## src/rtl/miriscv_div_ctrl.sv

```systemverilog
// MDU divider front-end: request decode, divider handshake and a one-entry
// result cache that lets DIV/REM pairs on the same operands skip the divider.

package miriscv_div_ctrl_pkg;

    localparam int unsigned XLEN         = 32;
    localparam int unsigned MDU_OP_WIDTH = 3;

    typedef enum logic [MDU_OP_WIDTH-1:0] {
        MDU_MUL    = 3'd0,
        MDU_MULH   = 3'd1,
        MDU_MULHSU = 3'd2,
        MDU_MULHU  = 3'd3,
        MDU_DIV    = 3'd4,
        MDU_DIVU   = 3'd5,
        MDU_REM    = 3'd6,
        MDU_REMU   = 3'd7
    } mdu_op_e;

    // Cache tag: operand pair plus signedness of the division that produced it
    typedef struct packed {
        logic [XLEN-1:0] a;
        logic [XLEN-1:0] b;
        logic            s;
    } div_tag_t;

    typedef struct packed {
        logic [XLEN-1:0] q;
        logic [XLEN-1:0] r;
    } div_data_t;

endpackage

module miriscv_div_ctrl
    import miriscv_div_ctrl_pkg::*;
#(
    parameter bit CACHE_EN = 1'b1
) (
    input  logic                    clk_i,
    input  logic                    arstn_i,

    input  logic                    div_req_i,
    input  logic [XLEN-1:0]         port_a_i,
    input  logic [XLEN-1:0]         port_b_i,
    input  logic [MDU_OP_WIDTH-1:0] mdu_op_i,
    input  logic                    kill_i,
    input  logic                    keep_i,

    output logic [XLEN-1:0]         result_o,
    output logic                    result_valid_o,
    output logic                    stall_req_o,

    output logic                    div_start_o,
    output logic                    div_zero_o,
    output logic                    div_kill_o,
    output logic                    div_keep_o,
    input  logic [XLEN-1:0]         div_result_i,
    input  logic [XLEN-1:0]         rem_result_i,
    input  logic                    div_stall_req_i
);

    typedef enum logic [1:0] {
        IDLE = 2'd0,
        BUSY = 2'd1,
        HOLD = 2'd2
    } state_e;

    state_e    state_q;
    state_e    state_d;

    logic      c_v_q;
    div_tag_t  c_tag_q;
    div_data_t c_data_q;

    logic      is_div_op;
    logic      valid_req;
    logic      is_rem;
    logic      is_signed;
    div_tag_t  cur_tag;
    logic      hit;
    logic      cache_we;

    // Request decode and cache lookup
    always_comb begin
        is_div_op = (mdu_op_i == MDU_DIV)  || (mdu_op_i == MDU_DIVU) ||
                    (mdu_op_i == MDU_REM)  || (mdu_op_i == MDU_REMU);
        valid_req = div_req_i && is_div_op;
        is_rem    = (mdu_op_i == MDU_REM)  || (mdu_op_i == MDU_REMU);
        is_signed = (mdu_op_i == MDU_DIV)  || (mdu_op_i == MDU_REM);
        cur_tag   = '{a: port_a_i, b: port_b_i, s: is_signed};
        hit       = CACHE_EN && c_v_q && (c_tag_q == cur_tag);
    end

    always_ff @(posedge clk_i or negedge arstn_i) begin
        if (!arstn_i) begin
            state_q <= IDLE;
        end else begin
            state_q <= state_d;
        end
    end

    // Next state and handshake; kill always wins and suppresses the result
    always_comb begin
        state_d        = state_q;
        div_start_o    = 1'b0;
        stall_req_o    = 1'b0;
        result_valid_o = 1'b0;
        result_o       = '0;
        cache_we       = 1'b0;

        case (state_q)
            IDLE: begin
                if (valid_req && !kill_i) begin
                    if (hit) begin
                        result_valid_o = 1'b1;
                        result_o       = is_rem ? c_data_q.r : c_data_q.q;
                    end else begin
                        div_start_o = 1'b1;
                        stall_req_o = 1'b1;
                        state_d     = BUSY;
                    end
                end
            end

            BUSY: begin
                div_start_o = 1'b1;
                if (kill_i) begin
                    state_d = IDLE;
                end else if (div_stall_req_i) begin
                    stall_req_o = 1'b1;
                end else begin
                    cache_we       = 1'b1;
                    result_valid_o = 1'b1;
                    result_o       = is_rem ? rem_result_i : div_result_i;
                    state_d        = keep_i ? HOLD : IDLE;
                end
            end

            HOLD: begin
                // Start stays high so the divider parks in its finish state
                div_start_o = 1'b1;
                if (kill_i) begin
                    state_d = IDLE;
                end else begin
                    result_valid_o = 1'b1;
                    result_o       = is_rem ? c_data_q.r : c_data_q.q;
                    if (!keep_i) begin
                        state_d = IDLE;
                    end
                end
            end

            default: begin
                state_d = IDLE;
            end
        endcase

        if (!arstn_i) begin
            div_start_o    = 1'b0;
            stall_req_o    = 1'b0;
            result_valid_o = 1'b0;
            result_o       = '0;
            cache_we       = 1'b0;
        end
    end

    // Single-entry result cache, filled on every unkilled divider completion
    always_ff @(posedge clk_i or negedge arstn_i) begin
        if (!arstn_i) begin
            c_v_q    <= 1'b0;
            c_tag_q  <= '0;
            c_data_q <= '0;
        end else if (cache_we) begin
            c_v_q    <= 1'b1;
            c_tag_q  <= cur_tag;
            c_data_q <= '{q: div_result_i, r: rem_result_i};
        end
    end

    assign div_zero_o = arstn_i && (port_b_i == '0);
    assign div_kill_o = arstn_i && kill_i;
    assign div_keep_o = arstn_i && keep_i;

endmodule

```

## config.mk

```make
export PLATFORM = sky130hd
export DESIGN_NAME = miriscv_div_ctrl
export DESIGN_NICKNAME = d
export VERILOG_FILES = /design/src/rtl/miriscv_div_ctrl.sv
export SDC_FILE = /design/constraint.sdc
export NUM_CORES = 1
export LEC_CHECK = 0
export CAP_MARGIN = 40
export CORE_AREA = 5 5 189 100
export DETAILED_ROUTE_END_ITERATION = 10
export DIE_AREA = 0 0 194 105
export PLACE_DENSITY_LB_ADDON = 0.2
export REMOVE_ABC_BUFFERS = 1
export SLEW_MARGIN = 20
export SYNTH_ARGS = -nofsm -noshare
export SYNTH_HDL_FRONTEND = slang
export SYNTH_SLANG_ARGS = --single-unit
```

## constraint.sdc

```tcl
create_clock -name clk_i -period 10.2 [get_ports clk_i]
set_clock_uncertainty 0.2 [all_clocks]
set_input_delay 3.06 -clock clk_i [delete_from_list [all_inputs] [get_ports clk_i]]
set_output_delay 3.06 -clock clk_i [all_outputs]
set_load 0.02 [all_outputs]
```

* After elaboration in Yosys (flattened, before gate mapping)
Index checks and enable logic that the tools add are counted.
** Word-level totals
- Bits in registers :: 132
** Operators by class
- Reductions and logical operators :: 16
- Eq/ne operators :: 11
- Multiplexer cells :: 34
** Operators with widths (count)
- $mux W32 :: 8
- $pmux W32 S3 :: 1
- $eq A65 B65 Y1 :: 1
- $logic_not A32 Y1 :: 1
- $mux W1 :: 14
- $mux W2 :: 7
- $eq A3 B3 Y1 const B :: 4
- $logic_and A1 B1 Y1 :: 6
- $ne A3 B3 Y1 const B :: 2
- $pmux W2 S3 :: 1
- $logic_or A1 B1 Y1 :: 5
- $ne A2 B2 Y1 const B :: 2
- $pmux W1 S2 :: 2
- $reduce_and A4 Y1 :: 1
- $pmux W1 S3 :: 1
- $eq A2 B1 Y1 const B :: 1
- $eq A2 B2 Y1 const B :: 1
- $logic_not A2 Y1 :: 1
- $reduce_or A2 Y1 :: 1
- $logic_not A1 Y1 :: 1

* Longest topological paths before layout
Gate-level depths: netlist of run 1.
- Depth after elaboration :: 9
- Mapped depth :: 9
- Depth with buffers taken out :: 7

* Worst setup path after synthesis of run 1
No wires, ideal clock.
- Path type :: input-to-output
- Start point :: input port_a_i[8]
- End point :: output result_o[0]
- Buffers on the path :: 0
- Required time :: 6.940 ns
- Arrival :: 4.735 ns
- Slack :: 2.205 ns
- Stages :: 6
- Cells stage by stage :: xor2_1 > nor4_2 > nand4_1 > nor4_2 > a21oi_2 > o31ai_1
** Between the ends
- Longest elaborated chain between the ends :: 6
** Ends and longest elaborated chain
- start: declaration :: line 43 : input logic [XLEN-1:0] port_a_i,
- $eq A65 B65 Y1 :: line 91 : hit = CACHE_EN && c_v_q && (c_tag_q == cur_tag);
- $logic_and A1 B1 Y1 :: line 91
- $mux W32 :: line 114 : if (hit) begin
- $mux W32 :: line 113 : if (valid_req && !kill_i) begin
- $pmux W32 S3 :: line 111 : case (state_q)
- $mux W32 :: line 158 : if (!arstn_i) begin
- end: declaration :: line 49 : output logic [XLEN-1:0] result_o,
No other way between the ends.

* Final worst setup path of run 1
- Start point :: input port_b_i[3]
- End point :: output result_o[3]
** Between the ends
- Longest elaborated chain between the ends :: 6
** Ends and longest elaborated chain
- start: declaration :: line 44 : input logic [XLEN-1:0] port_b_i,
- $eq A65 B65 Y1 :: line 91
- $logic_and A1 B1 Y1 :: line 91
- $mux W32 :: line 114
- $mux W32 :: line 113
- $pmux W32 S3 :: line 111
- $mux W32 :: line 158
No other way between the ends.

==> results of run 1 <==
[Yosys cell counts, types with 3 or more instances]
master    count
and2_1        5
and3_1        3
buf_1         5
buf_6         3
clkbuf_1     35
dfrtp_1     132
ha_1          4
inv_1         6
mux2_2       32
mux2i_1      33
nand2_1     418
nand2b_1      6
nand3b_1      3
nand4_1      14
nor2_1       12
nor4_1       14
nor4_2        4
o21ai_0       6
o21ai_1       3
o31ai_2      30
xnor2_1      24
xor2_1       40
[metal layers]
layer	GRT usage (%)	share of wire (%)	vias to the layer above
met2	25.71	39	166
met4	5.115	0.81	0
met5	0	0	-
met1	31.78	53	2940
li1	-	-	3103
met3	6.206	7.6	14
[sequential cells by signal, summed over array words and instances (netlist names)]
| register | cells |
|---|---|
| c_data_q | 64 |
| c_tag_q | 65 |
| c_v_q | 1 |
| state_q | 2 |
[metrics by stage]
step | setup WS [ns] | instances | total power, uW
2_1_floorplan | 0.08646 | 808 | 1337
3_3_place_gp | 0.5301 | 1226 | 1560
3_5_place_dp | 0.5814 | 1227 | 1588
4_1_cts | 0.5791 | 1259 | 2303
5_1_grt | 0.4357 | 1260 | 2440
6_report | 0.6186 | 1260 | 2284
[cell type report]
type	instances	area share (%)
inverter	6	0.2247
timing repair buffer	186	18.81
multi-input combinational	670	38.35
sequential	132	32.96
tap	234	2.921
clock buffer	20	4.457
clock inverter	12	2.272
[path summary, 6_finish.rpt]
check / start / end / slack, ns / depth (start not counted)
min reg2reg: c_data_q[17]$_DFFE_PN0P_ / c_data_q[17]$_DFFE_PN0P_ / 0.27 / 2
max in group asynchronous: arstn_i / c_data_q[52]$_DFFE_PN0P_ / 6.07 / 4
max reg2reg: state_q[1]$_DFFE_PN0P_ / c_tag_q[56]$_DFFE_PN0P_ / 7.26 / 6
min: c_data_q[17]$_DFFE_PN0P_ / c_data_q[17]$_DFFE_PN0P_ / 0.27 / 2
min in group asynchronous: arstn_i / c_data_q[24]$_DFFE_PN0P_ / 2.33 / 1
max: port_b_i[3] / result_o[3] / 0.62 / 9
[critical path, delay by kind of cell]
family	cells	cell delay, ns
XOR/XNOR	1	0.19
AO/OA/AOI/OAI	2	0.55
buffers and inverters	3	1.36
AND/OR/NAND/NOR	3	1.15
[where the power goes]
part | internal (uW) | total (uW) | leakage, uW | switching [uW]
sequential | 765 | 912 | 0.00167 | 147
clock | 466 | 699 | 0.000324 | 233
combinational | 299 | 673 | 0.00276 | 374
[logic make-up after synthesis]
group | Yosys count
compound gates | 50
xor+xnor | 64
fa+ha+maj | 4
buf+inv | 49
flops | 132
mux | 65
simple gates | 487
==> flow_metrics.env, run 1 <==
export IMPL_crit_chain="clkdlybuf4s50_1 -> xor2_1 -> nor4_2 -> nand4_1 -> nor4_2 -> a21oi_4 -> buf_16 -> o31ai_2 -> clkdlybuf4s50_1"
export IMPL_multiInputGateArea_um2=3844
export IMPL_synth_top_area_share_pct=45.16
export IMPL_ys_warn_count=0
export IMPL_grt_max_degree=68
export IMPL_io_pins=175
export IMPL_antenna_found_initial=0
export IMPL_synthArstFlopShare_pct=100.0
export IMPL_syn2layout_area_growth_pct=37.02
export IMPL_drt_wl_total_um=20380
export IMPL_critPathSlowestCell="clkdlybuf4s50_1"
export IMPL_die_h_um=105
export IMPL_cts_path_max_buffers=2
export IMPL_ys_seq_area_share_pct=45.16
export IMPL_slowest_delay_ns=0.65
export IMPL_syn_avg_cell_area_um2=8.595
export IMPL_syn_area_um2=7315
export IMPL_clkTransAtPathRegs_ns=0.06
export IMPL_fillers=1500
export IMPL_numCtsBuffers=17
export IMPL_crit_type="input port to primary output"
export IMPL_grt_pass1_vias=5992
export IMPL_ir_drop_mv=0.1201
export IMPL_synthXorXnorAreaFrac_pct=7.663
export IMPL_required_ns=6.94
export IMPL_register_area_um2=3303
export IMPL_synth_distinct_cells=36
export IMPL_clk_latency_ns=0.42
export IMPL_finalCritPeriodShare_pct=93.94
export IMPL_post_route_cell_area_um2=10020
export IMPL_slew_viol_final=0
export IMPL_clock_sinks=132
export IMPL_final_util_pct=59.04
export IMPL_ctsResizeCount=0
export IMPL_fin_crit_ns=9.581
export IMPL_vias=6223
export IMPL_synth_flop_cell="dfrtp_1"
export IMPL_drt_iter0_drc=401
export IMPL_p_per_area_nw_per_um2=227.9
export IMPL_port_buffers=174
export IMPL_dieWidth_um=194
export IMPL_rsz0062_at_grt="false"
export IMPL_grt_pass1_wl_um=32930
export IMPL_postRouteAntennaNets=0
export IMPL_dr_pass1_iters=5
export IMPL_synth_area_leaders="dfrtp_1, nand2_1, o31ai_2, mux2_2, xor2_1"
export IMPL_dpl_hpwl_um=14490
export IMPL_htree_levels=4
export IMPL_synth_area_mux_share_pct=9.442
export IMPL_holdWs_ns=0.2721
export IMPL_hold_class="flop to flop"
export IMPL_n_antenna_cell=0
export IMPL_synth_top_family_by_area="simple AND/OR/NAND/NOR gates"
export IMPL_hold_violations=0
export IMPL_track_usage_pct=20.00
export IMPL_critPathMaxFanout=13
export IMPL_cts_tree="done"
export IMPL_rows=34
export IMPL_worst_pin_slew_ns=0.7337
export IMPL_grt_ovfl_total=0
export IMPL_fin_setup_tns_ns=0
export IMPL_ys_ff_latch=132
export IMPL_vias_per_cell=4.939
export IMPL_p_leak_uw=0.004753
export IMPL_coreArea_um2=16970
export IMPL_layout_cells_most_common_list="nand2_1, clkdlybuf4s50_1, dfrtp_1"
export IMPL_place_congestion=0.8173
export IMPL_clockRootBuffer="clkbuf_16"
export IMPL_startpoint_type="input port"
export IMPL_setup_viol=0
export IMPL_critPathArrivalTime_ns=6.32
export IMPL_yosysTopAreaCell="dfrtp_1"
export IMPL_synth_cells=851
export IMPL_fmax_mhz=104.4
export IMPL_synth_enable_flop_cells=0
export IMPL_cp_end_kind="primary output"
export IMPL_wl_per_cell_um=16.17
export IMPL_fin_nets=1154
export IMPL_synthAdderAreaFrac_pct=0.6842
export IMPL_synth_compound_area_share_pct=6.928
export IMPL_cts_hold_buf=0
export IMPL_drive_gt1_share_pct=11.21
export IMPL_layout_commonest_cell="nand2_1"
export IMPL_synthSimpleGateAreaFrac_pct=27.30
export IMPL_drc=0
export IMPL_slew_limit_headroom_pct=51.09
export IMPL_design_die_area_um2=20370
export IMPL_start_util_pct=43.09
export IMPL_postCtsSetupRepairBufs=0
export IMPL_place_area_um2=9320
export IMPL_maxCapViolCount=0
export IMPL_run_status="complete, no violations"
Power figures use the tool's default switching activity.
==> run 2, diff against run 1 <==
ABC_AREA = 1   (was not set)
ABC_CLOCK_PERIOD_IN_PS = 10200   (was not set)
CORE_AREA = 2 2 198 103   (was 5 5 189 100)
DIE_AREA = 0 0 200 105   (was 0 0 194 105)
==> flow_metrics.env, run 2 <==
export IMPL_run_status="complete, no violations"
export IMPL_die_h_um=105
export IMPL_synth_distinct_cells=29
export IMPL_synth_enable_flop_cells=0
export IMPL_grt_pass1_vias=7389
export IMPL_ir_drop_mv=0.1133
export IMPL_place_congestion=0.9463
export IMPL_fin_setup_tns_ns=0
export IMPL_p_leak_uw=0.005435
export IMPL_antenna_found_initial=1
export IMPL_synth_flop_cell="dfrtp_1"
export IMPL_cts_tree="done"
export IMPL_syn_avg_cell_area_um2=6.931
export IMPL_combPwrFrac_pct=34.7
export IMPL_synth_commonest_cells="nand2_1, inv_1, dfrtp_1, nor2_1, o21ai_0"
export IMPL_worst_pin_slew_ns=0.8176
export IMPL_dpl_hpwl_um=18550
export IMPL_clkTransAtPathRegs_ns=0.06
export IMPL_synth_area_leaders="dfrtp_1, nand2_1, inv_1, o21ai_0, nor2_1"
export IMPL_rows=36
export IMPL_top_register="c_tag_q"
export IMPL_synth_most_common_cell="nand2_1"
export IMPL_drt_iter0_drc=712
export IMPL_vias=8043
export IMPL_coreArea_um2=19140
export IMPL_syn2layout_area_growth_pct=31.41
export IMPL_postCtsSetupRepairBufs=0
export IMPL_cp_end_kind="primary output"
export IMPL_fin_total_pwr_uw=2419
export IMPL_ys_warn_count=0
export IMPL_track_usage_pct=24.24
export IMPL_fillers=1810
export IMPL_slew_limit_headroom_pct=45.43
export IMPL_synthArstFlopShare_pct=100.0
export IMPL_layout_cells_most_common_list="nand2_1, inv_1, clkdlybuf4s50_1"
export IMPL_synth_cells=1200
export IMPL_drc=0
export IMPL_rsz0062_at_grt="false"
export IMPL_finalCritPeriodShare_pct=88.74
export IMPL_largest_reg_flops=65
export IMPL_grt_pass1_wl_um=39010
export IMPL_cts_hold_buf=0
export IMPL_port_buffers=174
export IMPL_reg_largest_list="c_tag_q (65), c_data_q (64), state_q (2)"
export IMPL_start_util_pct=43.44
export IMPL_vias_per_cell=4.916
export IMPL_io_pins=175
export IMPL_clk_latency_ns=0.43
export IMPL_hold_class="flop to flop"
export IMPL_layout_commonest_cell="nand2_1"
export IMPL_place_area_um2=10300
export IMPL_synth_top_area_share_pct=39.72
export IMPL_slew_viol_final=0
export IMPL_ys_ff_latch=132
export IMPL_fin_crit_ns=9.052
export IMPL_layout_setup_ws_ns=1.148
export IMPL_crit_type="input port to primary output"
export IMPL_critPathArrivalTime_ns=5.79
export IMPL_drive_gt1_share_pct=8.473
export IMPL_yosysTopAreaCell="dfrtp_1"
export IMPL_power_internal_uw=1551
export IMPL_dr_pass1_iters=5
export IMPL_p_per_area_nw_per_um2=221.4
export IMPL_startpoint_type="input port"
export IMPL_design_die_area_um2=21000
export IMPL_fin_nets=1497
export IMPL_fmax_mhz=110.5
export IMPL_p_sw_share_pct=35.89
export IMPL_clock_sinks=132
export IMPL_critPathMaxFanout=32
export IMPL_postRouteAntennaNets=0
export IMPL_hold_violations=0
export IMPL_cts_path_max_buffers=2
export IMPL_grt_max_degree=86
export IMPL_post_route_cell_area_um2=10930
export IMPL_required_ns=6.94
export IMPL_holdWs_ns=0.2870
export IMPL_grt_ovfl_total=0
export IMPL_power_switching_uw=868.3
export IMPL_drt_wl_total_um=24800
export IMPL_post_place_ws_ns=1.224
export IMPL_clockRootBuffer="clkbuf_16"
export IMPL_numCtsBuffers=17
export IMPL_syn_area_um2=8317
export IMPL_htree_levels=4
export IMPL_seqPwrFrac_pct=37.9
export IMPL_setup_viol=0
export IMPL_maxCapViolCount=0
export IMPL_clock_power_share_pct=27.4
export IMPL_dieWidth_um=200
export IMPL_wl_per_cell_um=15.16
export IMPL_ctsResizeCount=0
export IMPL_ys_seq_area_share_pct=39.72
run 2: worst max-delay path, stage by stage:
cell and delay, ns:
clkdlybuf4s50_1 0.48, xnor2_1 0.32, nand2_1 0.09, nor2_1 0.14
nand2_1 0.11, nor2_1 0.14, nand2_1 0.08, nor2_2 0.12
nand4_4 0.08, buf_4 0.31, a21oi_1 0.21, clkdlybuf4s50_1 0.62
run 2: area by class of cell:
type	instances	area (um2)	share of cell area, %
tap	266	332.8	3.045
clock buffer	23	478.0	4.373
inverter	191	716.9	6.560
timing repair buffer	186	1866	17.07
sequential	132	3303	30.22
multi-input combinational	828	4080	37.33
clock inverter	9	150.1	1.374
antenna	1	2.502	0.02290
run 2: cells by family (layout without fill, tap and decap cells):
kind of cell / count (synthesis) / in the layout / share of synthesized area (%)
AO/OA/AOI/OAI: 193 / 193 / 14.11
buffers and inverters: 240 / 409 / 11.37
adder cells (fa/ha/maj): 4 / 4 / 0.6018
AND/OR/NAND/NOR: 582 / 582 / 27.92
multiplexers: 37 / 37 / 5.010
XOR/XNOR: 12 / 12 / 1.264
other: 0 / 1 / 0
flip-flops: 132 / 132 / 39.72
run 2: metal layers:
| metal | global-route usage [%] | vias to the layer above | wire (um) |
|---|---|---|---|
| met3 | 7.295 | 20 | 2552 |
| met1 | 38.32 | 3651 | 12600 |
| li1 | - | 4063 | - |
| met2 | 31.47 | 307 | 9378 |
| met5 | 0 | - | 10 |
| met4 | 5.238 | 2 | 256 |
run 2: worst paths after layout:
check	from	endpoint	slack, ns	cells after the start
worst max-delay path	port_b_i[2]	result_o[31]	1.15	12
worst min-delay path	c_data_q[35]$_DFFE_PN0P_	c_data_q[35]$_DFFE_PN0P_	0.29	2
worst max register to register	state_q[1]$_DFFE_PN0P_	c_data_q[28]$_DFFE_PN0P_	6.93	9
worst min register to register	c_data_q[35]$_DFFE_PN0P_	c_data_q[35]$_DFFE_PN0P_	0.29	2
max in group asynchronous	arstn_i	c_tag_q[64]$_DFFE_PN0P_	6.72	2
min in group asynchronous	arstn_i	c_tag_q[25]$_DFFE_PN0P_	2.23	1
run 2: through the flow:
stage	instances	utilization, %
after floorplan	1151	-
after global placement	1602	53.65
after detailed placement	1603	53.80
after CTS	1635	57.08
after global routing	1635	57.08
final	1636	57.09
run 2: power groups by stage:
stage | Sequential, uW | Clock [uW] | Combinational [uW]
floorplan | 888 | 0 | 584
global placement | 910 | 0 | 817
detailed placement | 917 | 0 | 834
CTS | 914 | 675 | 837
global route | 950 | 702 | 958
finish | 917 | 662 | 840
